`config.mk`:
```
export PLATFORM = sky130hd
export DESIGN_NAME = pipe_stage_skid_flat
export DESIGN_NICKNAME = d
export VERILOG_FILES = /design/src/rtl/pipe_stage_skid_if.sv /design/src/rtl/pipe_stage_skid.sv /design/src/flat_wrapper.sv
export SDC_FILE = /design/constraint.sdc
export NUM_CORES = 1
export LEC_CHECK = 0
export CAP_MARGIN = 40
export CORE_MARGIN = 10
export CORE_UTILIZATION = 25
export DETAILED_ROUTE_END_ITERATION = 8
export GPL_TIMING_DRIVEN = 1
export SYNTH_ARGS = -nofsm -noshare
export SYNTH_HDL_FRONTEND = slang
export SYNTH_SLANG_ARGS = --single-unit
```
`constraint.sdc`:
```
create_clock -name clk -period 3.5 [get_ports clk]
set_input_delay 0.35 -clock clk [delete_from_list [all_inputs] [get_ports clk]]
set_output_delay 0.35 -clock clk [all_outputs]
set_load 0.02 [all_outputs]
```
`src/rtl/pipe_stage_skid_if.sv`:
```
// Valid/ready payload bundle for one side of a pipeline stage.
// The master drives valid/data/ctrl; the slave returns ready.
interface pipe_stage_skid_if #(
    parameter int unsigned DATA_W = 160,
    parameter int unsigned CTRL_W = 16
);
    logic              valid;
    logic              ready;
    logic [DATA_W-1:0] data;
    logic [CTRL_W-1:0] ctrl;

    modport master (output valid, output data, output ctrl, input ready);
    modport slave  (input valid, input data, input ctrl, output ready);
endinterface

```
`src/rtl/pipe_stage_skid.sv`:
```
// Inter-stage pipeline register with valid/ready handshake, synchronous flush,
// optional one-entry skid buffer and a saturating back-pressure counter.
module pipe_stage_skid #(
    parameter int unsigned DATA_W     = 160,
    parameter int unsigned CTRL_W     = 16,
    parameter bit          SKID_EN    = 1'b1,
    parameter bit          CLEAR_DATA = 1'b1,
    parameter int unsigned CNT_W      = 16
) (
    input  logic                 clk,
    input  logic                 rst,
    input  logic                 flush,
    pipe_stage_skid_if.slave     in_if,
    pipe_stage_skid_if.master    out_if,
    output logic [1:0]           occupancy,
    output logic [CNT_W-1:0]     stall_cnt
);

    // Encoding equals the number of held entries so occupancy is a direct copy.
    typedef enum logic [1:0] {
        ST_EMPTY = 2'd0,
        ST_ONE   = 2'd1,
        ST_TWO   = 2'd2
    } state_e;

    state_e state_q, state_d;

    logic [DATA_W-1:0] main_data_q, main_data_d;
    logic [CTRL_W-1:0] main_ctrl_q, main_ctrl_d;
    logic [DATA_W-1:0] skid_data_q, skid_data_d;
    logic [CTRL_W-1:0] skid_ctrl_q, skid_ctrl_d;
    logic [CNT_W-1:0]  stall_cnt_q, stall_cnt_d;

    logic out_valid_c;
    logic in_ready_c;
    logic in_fire_c;
    logic out_fire_c;
    logic load_main_in_c;
    logic load_main_skid_c;
    logic load_skid_c;

    // Handshake qualification; with the skid buffer, ready never looks at out_ready.
    always_comb begin
        out_valid_c = (state_q != ST_EMPTY);
        if (SKID_EN) begin
            in_ready_c = ~rst & (state_q != ST_TWO);
        end else begin
            in_ready_c = ~rst & (~out_valid_c | out_if.ready);
        end
        in_fire_c  = in_if.valid & in_ready_c & ~flush;
        out_fire_c = out_valid_c & out_if.ready;
    end

    // State register
    always_ff @(posedge clk) begin
        if (rst) begin
            state_q <= ST_EMPTY;
        end else begin
            state_q <= state_d;
        end
    end

    // Next-state logic; flush empties the stage regardless of the handshake.
    always_comb begin
        state_d = state_q;
        if (flush) begin
            state_d = ST_EMPTY;
        end else begin
            unique case (state_q)
                ST_EMPTY: begin
                    if (in_fire_c) state_d = ST_ONE;
                end
                ST_ONE: begin
                    if (in_fire_c && !out_fire_c && SKID_EN) begin
                        state_d = ST_TWO;
                    end else if (!in_fire_c && out_fire_c) begin
                        state_d = ST_EMPTY;
                    end
                end
                ST_TWO: begin
                    if (out_fire_c) state_d = ST_ONE;
                end
                default: state_d = ST_EMPTY;
            endcase
        end
    end

    // Output/datapath control: which entry loads from where this cycle.
    always_comb begin
        load_main_in_c   = 1'b0;
        load_main_skid_c = 1'b0;
        load_skid_c      = 1'b0;
        main_data_d      = main_data_q;
        main_ctrl_d      = main_ctrl_q;
        skid_data_d      = skid_data_q;
        skid_ctrl_d      = skid_ctrl_q;

        unique case (state_q)
            ST_EMPTY: load_main_in_c = in_fire_c;
            ST_ONE: begin
                load_main_in_c = in_fire_c & out_fire_c;
                load_skid_c    = in_fire_c & ~out_fire_c & SKID_EN;
            end
            ST_TWO:  load_main_skid_c = out_fire_c & ~flush;
            default: ;
        endcase

        if (load_main_in_c) begin
            main_data_d = in_if.data;
            main_ctrl_d = in_if.ctrl;
        end else if (load_main_skid_c) begin
            main_data_d = skid_data_q;
            main_ctrl_d = skid_ctrl_q;
        end

        if (load_skid_c) begin
            skid_data_d = in_if.data;
            skid_ctrl_d = in_if.ctrl;
        end

        // An empty main slot is a bubble: control always clears, data only if asked.
        if (state_d == ST_EMPTY) begin
            main_ctrl_d = '0;
            if (CLEAR_DATA) main_data_d = '0;
        end
    end

    // Back-pressure counter saturates at all-ones; flush cycles are not counted.
    always_comb begin
        stall_cnt_d = stall_cnt_q;
        if (out_valid_c && !out_if.ready && !flush && (stall_cnt_q != '1)) begin
            stall_cnt_d = stall_cnt_q + CNT_W'(1);
        end
    end

    always_ff @(posedge clk) begin
        if (rst) begin
            main_data_q <= '0;
            main_ctrl_q <= '0;
            skid_data_q <= '0;
            skid_ctrl_q <= '0;
            stall_cnt_q <= '0;
        end else begin
            main_data_q <= main_data_d;
            main_ctrl_q <= main_ctrl_d;
            skid_data_q <= skid_data_d;
            skid_ctrl_q <= skid_ctrl_d;
            stall_cnt_q <= stall_cnt_d;
        end
    end

    assign in_if.ready  = in_ready_c;
    assign out_if.valid = out_valid_c;
    assign out_if.data  = main_data_q;
    assign out_if.ctrl  = main_ctrl_q;
    assign occupancy    = 2'(state_q);
    assign stall_cnt    = stall_cnt_q;

endmodule

```
`src/flat_wrapper.sv`:
```
// flat-port wrapper written by rule: the top's interface ports become plain ports
module pipe_stage_skid_flat 
#(
    parameter int unsigned DATA_W     = 160,
    parameter int unsigned CTRL_W     = 16,
    parameter bit          SKID_EN    = 1'b1,
    parameter bit          CLEAR_DATA = 1'b1,
    parameter int unsigned CNT_W      = 16
)
  (clk, rst, flush, occupancy, stall_cnt, in_if_valid, in_if_data, in_if_ctrl, in_if_ready, out_if_valid, out_if_data, out_if_ctrl, out_if_ready);
  pipe_stage_skid_if #(.DATA_W(DATA_W), .CTRL_W(CTRL_W)) in_if_i ();
  pipe_stage_skid_if #(.DATA_W(DATA_W), .CTRL_W(CTRL_W)) out_if_i ();
  input  logic clk;
  input  logic rst;
  input  logic flush;
  output logic [1:0] occupancy;
  output logic [CNT_W-1:0] stall_cnt;
  input wire logic [$bits(in_if_i.valid)-1:0] in_if_valid;
  input wire logic [$bits(in_if_i.data)-1:0] in_if_data;
  input wire logic [$bits(in_if_i.ctrl)-1:0] in_if_ctrl;
  output wire logic [$bits(in_if_i.ready)-1:0] in_if_ready;
  output wire logic [$bits(out_if_i.valid)-1:0] out_if_valid;
  output wire logic [$bits(out_if_i.data)-1:0] out_if_data;
  output wire logic [$bits(out_if_i.ctrl)-1:0] out_if_ctrl;
  input wire logic [$bits(out_if_i.ready)-1:0] out_if_ready;
  assign in_if_i.valid = in_if_valid;
  assign in_if_i.data = in_if_data;
  assign in_if_i.ctrl = in_if_ctrl;
  assign in_if_ready = in_if_i.ready;
  assign out_if_valid = out_if_i.valid;
  assign out_if_data = out_if_i.data;
  assign out_if_ctrl = out_if_i.ctrl;
  assign out_if_i.ready = out_if_ready;
  pipe_stage_skid #(.DATA_W(DATA_W), .CTRL_W(CTRL_W), .SKID_EN(SKID_EN), .CLEAR_DATA(CLEAR_DATA), .CNT_W(CNT_W)) u_core (.clk(clk), .rst(rst), .flush(flush), .in_if(in_if_i), .out_if(out_if_i), .occupancy(occupancy), .stall_cnt(stall_cnt));
endmodule
```
==> results_dict.tcl, run 1 <==
set metrics [dict create \
    vias_per_cell 4.854 \
    antenna_found_initial 5 \
    finalWeightedCongestion 0.7918 \
    grt_max_degree 177 \
    cts_tree "done" \
    drive_above_1_share_pct 4.623 \
    post-route-drc-count 0 \
    hold_violations 0 \
    vias 13050 \
    grt_first_pass_wirelength_um 73820 \
    core_area_um2 54130 \
    clkTransAtPathRegs_ns 0.06 \
    fp.dieH_um 254.4 \
    nFillCells 5505 \
    cts_setup_buffers 0 \
    yosysWarnings 0 \
    ys.flop_type "dfxtp_1" \
    status "complete, no violations" \
    worstHoldPathType "input pin to flop" \
    startpoint_type "flop" \
    cts_buffers 42 \
    yosysMostFrequentCell "nand2_1" \
    p_total_mw 9.311 \
    slew_headroom_pct 32.46 \
    slew_viol_final 0 \
    final_antenna_net_count 0 \
    r2r_setup_slack_ns 1.16 \
    yosys.area.top_type "dfxtp_1" \
    synth_top_area_share_pct 53.92 \
    ff2ff_path_depth 5 \
    p_leak_nw 5.964 \
    cts_resized 0 \
    io_pins 377 \
    io_buffer_count 376 \
    grt_use_total_pct 14.19 \
    seq_area_um2 7407 \
    initial_core_util_pct 25.38 \
    htreeDepth 2 \
    rows 85 \
    dp_cells 2612 \
    post-route-min-period_ns 2.339 \
    synth_common_cells "534 x nand2_1, 370 x dfxtp_1, 361 x a21oi_1, 176 x a22oi_1, 96 x clkbuf_1" \
    nets 2142 \
    firstDrtPassIters 5 \
    peakVddDrop_uv 335.5 \
    rsz0062_at_grt "no" \
    die_w_um 254.4 \
    maxClockFrequency_mhz 427.5 \
    syn_inst 1672 \
    syn_avg_cell_area_um2 8.216 \
    grt_pass1_vias 12620 \
    synth.net_count 1854 \
    die_area_um2 64720 \
    ys_top_cells_by_area "dfxtp_1 54%, nand2_1 15%, a21oi_1 13%" \
    cp_max_fo 64 \
    multi_input_comb_area_um2 5759 \
    period_share_pct 66.83 \
    ys_seq_area_share_pct 53.92 \
    synth-edff-count 0 \
    root_buffer "clkbuf_16" \
    cap_violations 0 \
    whs_path_depth 2 \
    layout.cells.non_filler 2689 \
    finalSetupViolations 0 \
    gr-total-overflow 0 \
    syn_to_final_growth_pct 41.32 \
    end_kind "flop" \
    crit_type "flop to flop" \
    hold_buffers 0 \
    dp_hpwl_um 30800 \
    tns_ns 0 \
    skew_ns 0.008476 \
    syn_area_um2 13740 \
    cp.arrival_ns 2.81 \
    synth_async_sr_flop_share_pct 0 \
    drtIter0Drc 702 \
    worst_pin_slew_ns 1.013 \
    cp.required_ns 3.97 \
    ys_seq_elements 370 \
    p_per_area_nw_per_um2 479.6 \
    yosysUniqueCellTypes 42 \
    worstSkewPairLatency_ns 0.55 \
    wirelength_um 48580 \
    clk_path_buf_depth 3 \
    wl_per_cell_um 18.06 \
    clkSinkCount 370 \
]
-- layout by cell type (no fill, tap or decap), drive strengths merged, types with 2 or more instances in the layout --
cell type | Yosys | layout
a211oi | 3 | 3
a21oi | 361 | 361
a22oi | 176 | 176
a41oi | 2 | 2
and2 | 3 | 3
and4 | 2 | 2
buf | 48 | 13
bufinv | 0 | 2
clkbuf | 96 | 65
clkdlybuf4s50 | 0 | 375
clkinv | 0 | 6
dfxtp | 370 | 370
diode | 0 | 3
inv | 6 | 7
mux2 | 4 | 4
nand2 | 534 | 534
nand2b | 3 | 3
nand3 | 5 | 5
nand4 | 4 | 4
nor2 | 6 | 6
nor2b | 4 | 4
nor3 | 4 | 4
nor4 | 3 | 3
nor4b | 2 | 2
o21ai | 5 | 5
o31ai | 4 | 4
or2 | 2 | 2
or3 | 6 | 6
or4 | 5 | 5
-- area by class of cell --
| class | count | area share, % |
|---|---|---|
| multi-input cells | 1152 | 29.67 |
| well taps | 696 | 4.486 |
| diodes | 3 | 0.03867 |
| inverters | 6 | 0.1160 |
| repair buffers | 388 | 20.37 |
| clock inverters | 9 | 0.5285 |
| flip-flops and latches | 370 | 38.15 |
| clock buffers | 65 | 6.638 |
-- flip-flops by register name, indices dropped and copies added, names as in the netlist --
signal	flops
u_core.out_if.data	160
u_core.skid_data_q	160
u_core.out_if.ctrl	16
u_core.skid_ctrl_q	16
u_core.stall_cnt	16
u_core.occupancy	2
-- per-layer routing --
layer / routed length [µm] / global-route usage [%] / up-vias / part of all wire [%]
met5: 34 / 0 / - / 0.070
met4: 1409 / 5.011 / 6 / 2.9
met3: 3532 / 3.939 / 85 / 7.3
met2: 23840 / 24.29 / 387 / 49
met1: 19760 / 16.75 / 6245 / 41
li1: - / - / 6330 / -
-- final timing paths --
check,from,end
min,rst,u_core.stall_cnt[8]
min reg2reg,u_core.out_if.data[13],u_core.out_if.data[13]
max reg2reg,u_core.occupancy[1],u_core.skid_data_q[136]
max,u_core.occupancy[1],u_core.skid_data_q[136]
-- worst max-delay path: stages (launching register included) --
cell and delay (ns):
dfxtp_1 0.47, nand3b_1 0.22, or3_4 0.68, buf_4 0.55, nand2_1 0.11, a21oi_1 0.15
-- through the flow --
stage | instance area, µm² | hold WS (ns) | util [%] | setup slack, ns
global route | 19410 | 0.2839 | 35.86 | 0.9565
floorplan | 13740 | 0.4368 | - | 1.458
detailed placement | 18010 | 0.4464 | 33.28 | 0.6569
CTS | 19410 | 0.2475 | 35.85 | 1.129
finish | 19410 | 0.2629 | 35.86 | 1.161
global placement | 18010 | 0.4417 | 33.28 | 0.7081
-- power by group --
part           internal, mW  total, mW  switching (mW)
clock network          2.67       4.42            1.75
logic                 0.284      0.617           0.333
registers              4.25       4.27          0.0226
total                  7.20       9.31            2.11
-- logic make-up after synthesis --
logic type	after synthesis	synth area share, %
simple gates	586	17.05
compound gates	560	24.00
flops	370	53.92
buf+inv	150	4.536
mux	5	0.4007
fa+ha+maj	1	0.09107
Note: power is estimated with default switching activity, not from simulation.
==> run 2, diff against run 1 <==
==> constraint.sdc (replaced) <==
create_clock -name clk -period 1.9 [get_ports clk]
set_input_delay 0.19 -clock clk [delete_from_list [all_inputs] [get_ports clk]]
set_output_delay 0.19 -clock clk [all_outputs]
set_load 0.02 [all_outputs]
==> results_dict.tcl, run 2 (synthesis results as in run 1) <==
set metrics [dict create \
    status "complete, no violations" \
    clkTransAtPathRegs_ns 0.06 \
    die_w_um 254.4 \
    grt_pass1_vias 12990 \
    peakVddDrop_uv 540.0 \
    syn_to_final_growth_pct 50.86 \
    p_sw_share_pct 22.48 \
    p_leak_nw 6.718 \
    gr-total-overflow 0 \
    dp_hpwl_um 34620 \
    grt_use_total_pct 14.76 \
    layout.cells.non_filler 2786 \
    grt_first_pass_wirelength_um 75960 \
    cp.arrival_ns 2.30 \
    cp_slowest_stage_delay_ns 0.39 \
    slew_headroom_pct 54.84 \
    cts_tree "done" \
    slew_viol_final 0 \
    startpoint_type "flop" \
    skew_ns 0.02608 \
    path_cells "buf_4 > nand3b_1 > buf_4 > or3_4 > buf_12 > buf_16 > nand2_1 > a21oi_1" \
    p_int_mw 13.81 \
    firstDrtPassIters 5 \
    crit_type "flop to flop" \
    nets 2231 \
    final_common_cell "nand2_1" \
    placed_area_um2 18840 \
    worst_pin_slew_ns 0.6774 \
    post-route-min-period_ns 1.884 \
    dp_cells 2683 \
    p_per_area_nw_per_um2 859.7 \
    wirelength_um 52070 \
    combinationalPowerShare_pct 7.1 \
    initial_core_util_pct 25.38 \
    clk_path_buf_depth 3 \
    vias_per_cell 4.817 \
    core_area_um2 54130 \
    switchingPower_mw 4.005 \
    power_frac_seq_pct 44.2 \
    fp.dieH_um 254.4 \
    maxClockFrequency_mhz 530.8 \
    worstSkewPairLatency_ns 0.57 \
    slowest_stage "or3_4" \
    fin_ws_ns 0.01611 \
    critPathMostFrequentCell "buf_4" \
    finalSetupViolations 0 \
    p_clk_share_pct 48.7 \
    most-common-layout-cells "532 x nand2_1, 366 x clkdlybuf4s50_1, 361 x dfxtp_1, 360 x a21oi_1, 176 x a22oi_1" \
    worstHoldPathType "input pin to flop" \
    rsz0062_at_grt "yes" \
    clkSinkCount 370 \
    finalWeightedCongestion 0.8174 \
    cp_max_fo 21 \
    rows 85 \
    grt_max_degree 119 \
    io_pins 377 \
    die_area_um2 64720 \
    drtIter0Drc 738 \
    hold_violations 0 \
    final_antenna_net_count 0 \
    cap_violations 0 \
    post-route-drc-count 0 \
    vias 13420 \
    wl_per_cell_um 18.69 \
    htreeDepth 2 \
    antenna_found_initial 20 \
    root_buffer "clkbuf_16" \
    drive_above_1_share_pct 9.419 \
    p_total_mw 17.82 \
    cts_buffers 43 \
    cp.required_ns 2.32 \
    end_kind "flop" \
    final_area_um2 20720 \
    period_share_pct 99.15 \
    pre_cts_ws_ns -0.4634 \
    io_buffer_count 376 \
]
## run 2: changes by cell type in the layout (fill, tap and decap cells not counted), moves of 6 or more
cell,change
buf_6,+10
clkdlybuf4s50_1,-9
buf_4,+45
clkbuf_8,-6
clkbuf_16,+6
buf_12,+23
dfxtp_2,+9
diode_2,+6
dfxtp_1,-9
## run 2: worst paths after layout
kind	startpoint	endpoint	slack [ns]	cells after the start
worst max-delay path	u_core.occupancy[1]	u_core.skid_data_q[114]	0.02	8
worst min-delay path	in_if_data[102]	u_core.skid_data_q[102]	0.20	3
worst max register to register	u_core.occupancy[1]	u_core.skid_data_q[114]	0.02	8
worst min register to register	u_core.out_if.ctrl[6]	u_core.out_if.ctrl[6]	0.45	2
## run 2: per-layer routing
metal / routed length, µm / share of wire [%] / global-route usage [%] / vias up
met5: 110 / 0.21 / 0 / -
met4: 1308 / 2.5 / 5.576 / 22
met1: 21490 / 41 / 17.64 / 6398
met3: 3715 / 7.1 / 4.672 / 96
li1: - / - / - / 6531
met2: 25440 / 49 / 24.39 / 374
## run 2: per-stage QoR
stage / hold WS (ns) / utilization (%) / setup TNS [ns]
2_1_floorplan: 0.3260 / - / -0.04991
3_3_place_gp: 0.4418 / 34.75 / -107.22
3_5_place_dp: 0.4467 / 34.80 / -110.14
4_1_cts: 0.1565 / 37.61 / 0
5_1_grt: 0.1816 / 38.27 / -5.788
6_report: 0.1970 / 38.28 / 0
## run 2: layout make-up
class | instances | area, µm²
clock buffers | 62 | 1239
fillers | 5374 | 33410
inverters | 6 | 22.52
multi-input cells | 1152 | 5797
diodes | 9 | 22.52
clock inverters | 15 | 250.2
flip-flops and latches | 370 | 7418
well taps | 696 | 870.8
repair buffers | 476 | 5104
## run 2: power groups by stage
stage	registers [mW]	clock network [mW]	logic (mW)
3_3_place_gp	8.04	0	1.24
2_1_floorplan	8.09	0	0.380
6_report	7.87	8.68	1.27
4_1_cts	7.87	8.91	1.27
3_5_place_dp	8.04	0	1.26
5_1_grt	7.87	9.27	1.37
## run 2: timing repair
| action | CTS | global route |
|---|---|---|
| endpoints found under the hold margin | 3 | 0 |
| hold buffers | 1 | 0 |
| endpoints found under the setup margin | 175 | 116 |
| pin swaps | 1 | 1 |
| setup buffers | 1 | 4 |
| resized for setup | 8 | 24 |
| gates cloned | 0 | 11 |
## run 2: critical path: cells and delay by family (launching register included)
| family | cells | cell delay, ns |
|---|---|---|
| buffers and inverters | 4 | 0.64 |
| AOI/OAI and AO/OA | 1 | 0.07 |
| and+or+nand+nor | 3 | 0.66 |
| DFF | 1 | 0.34 |
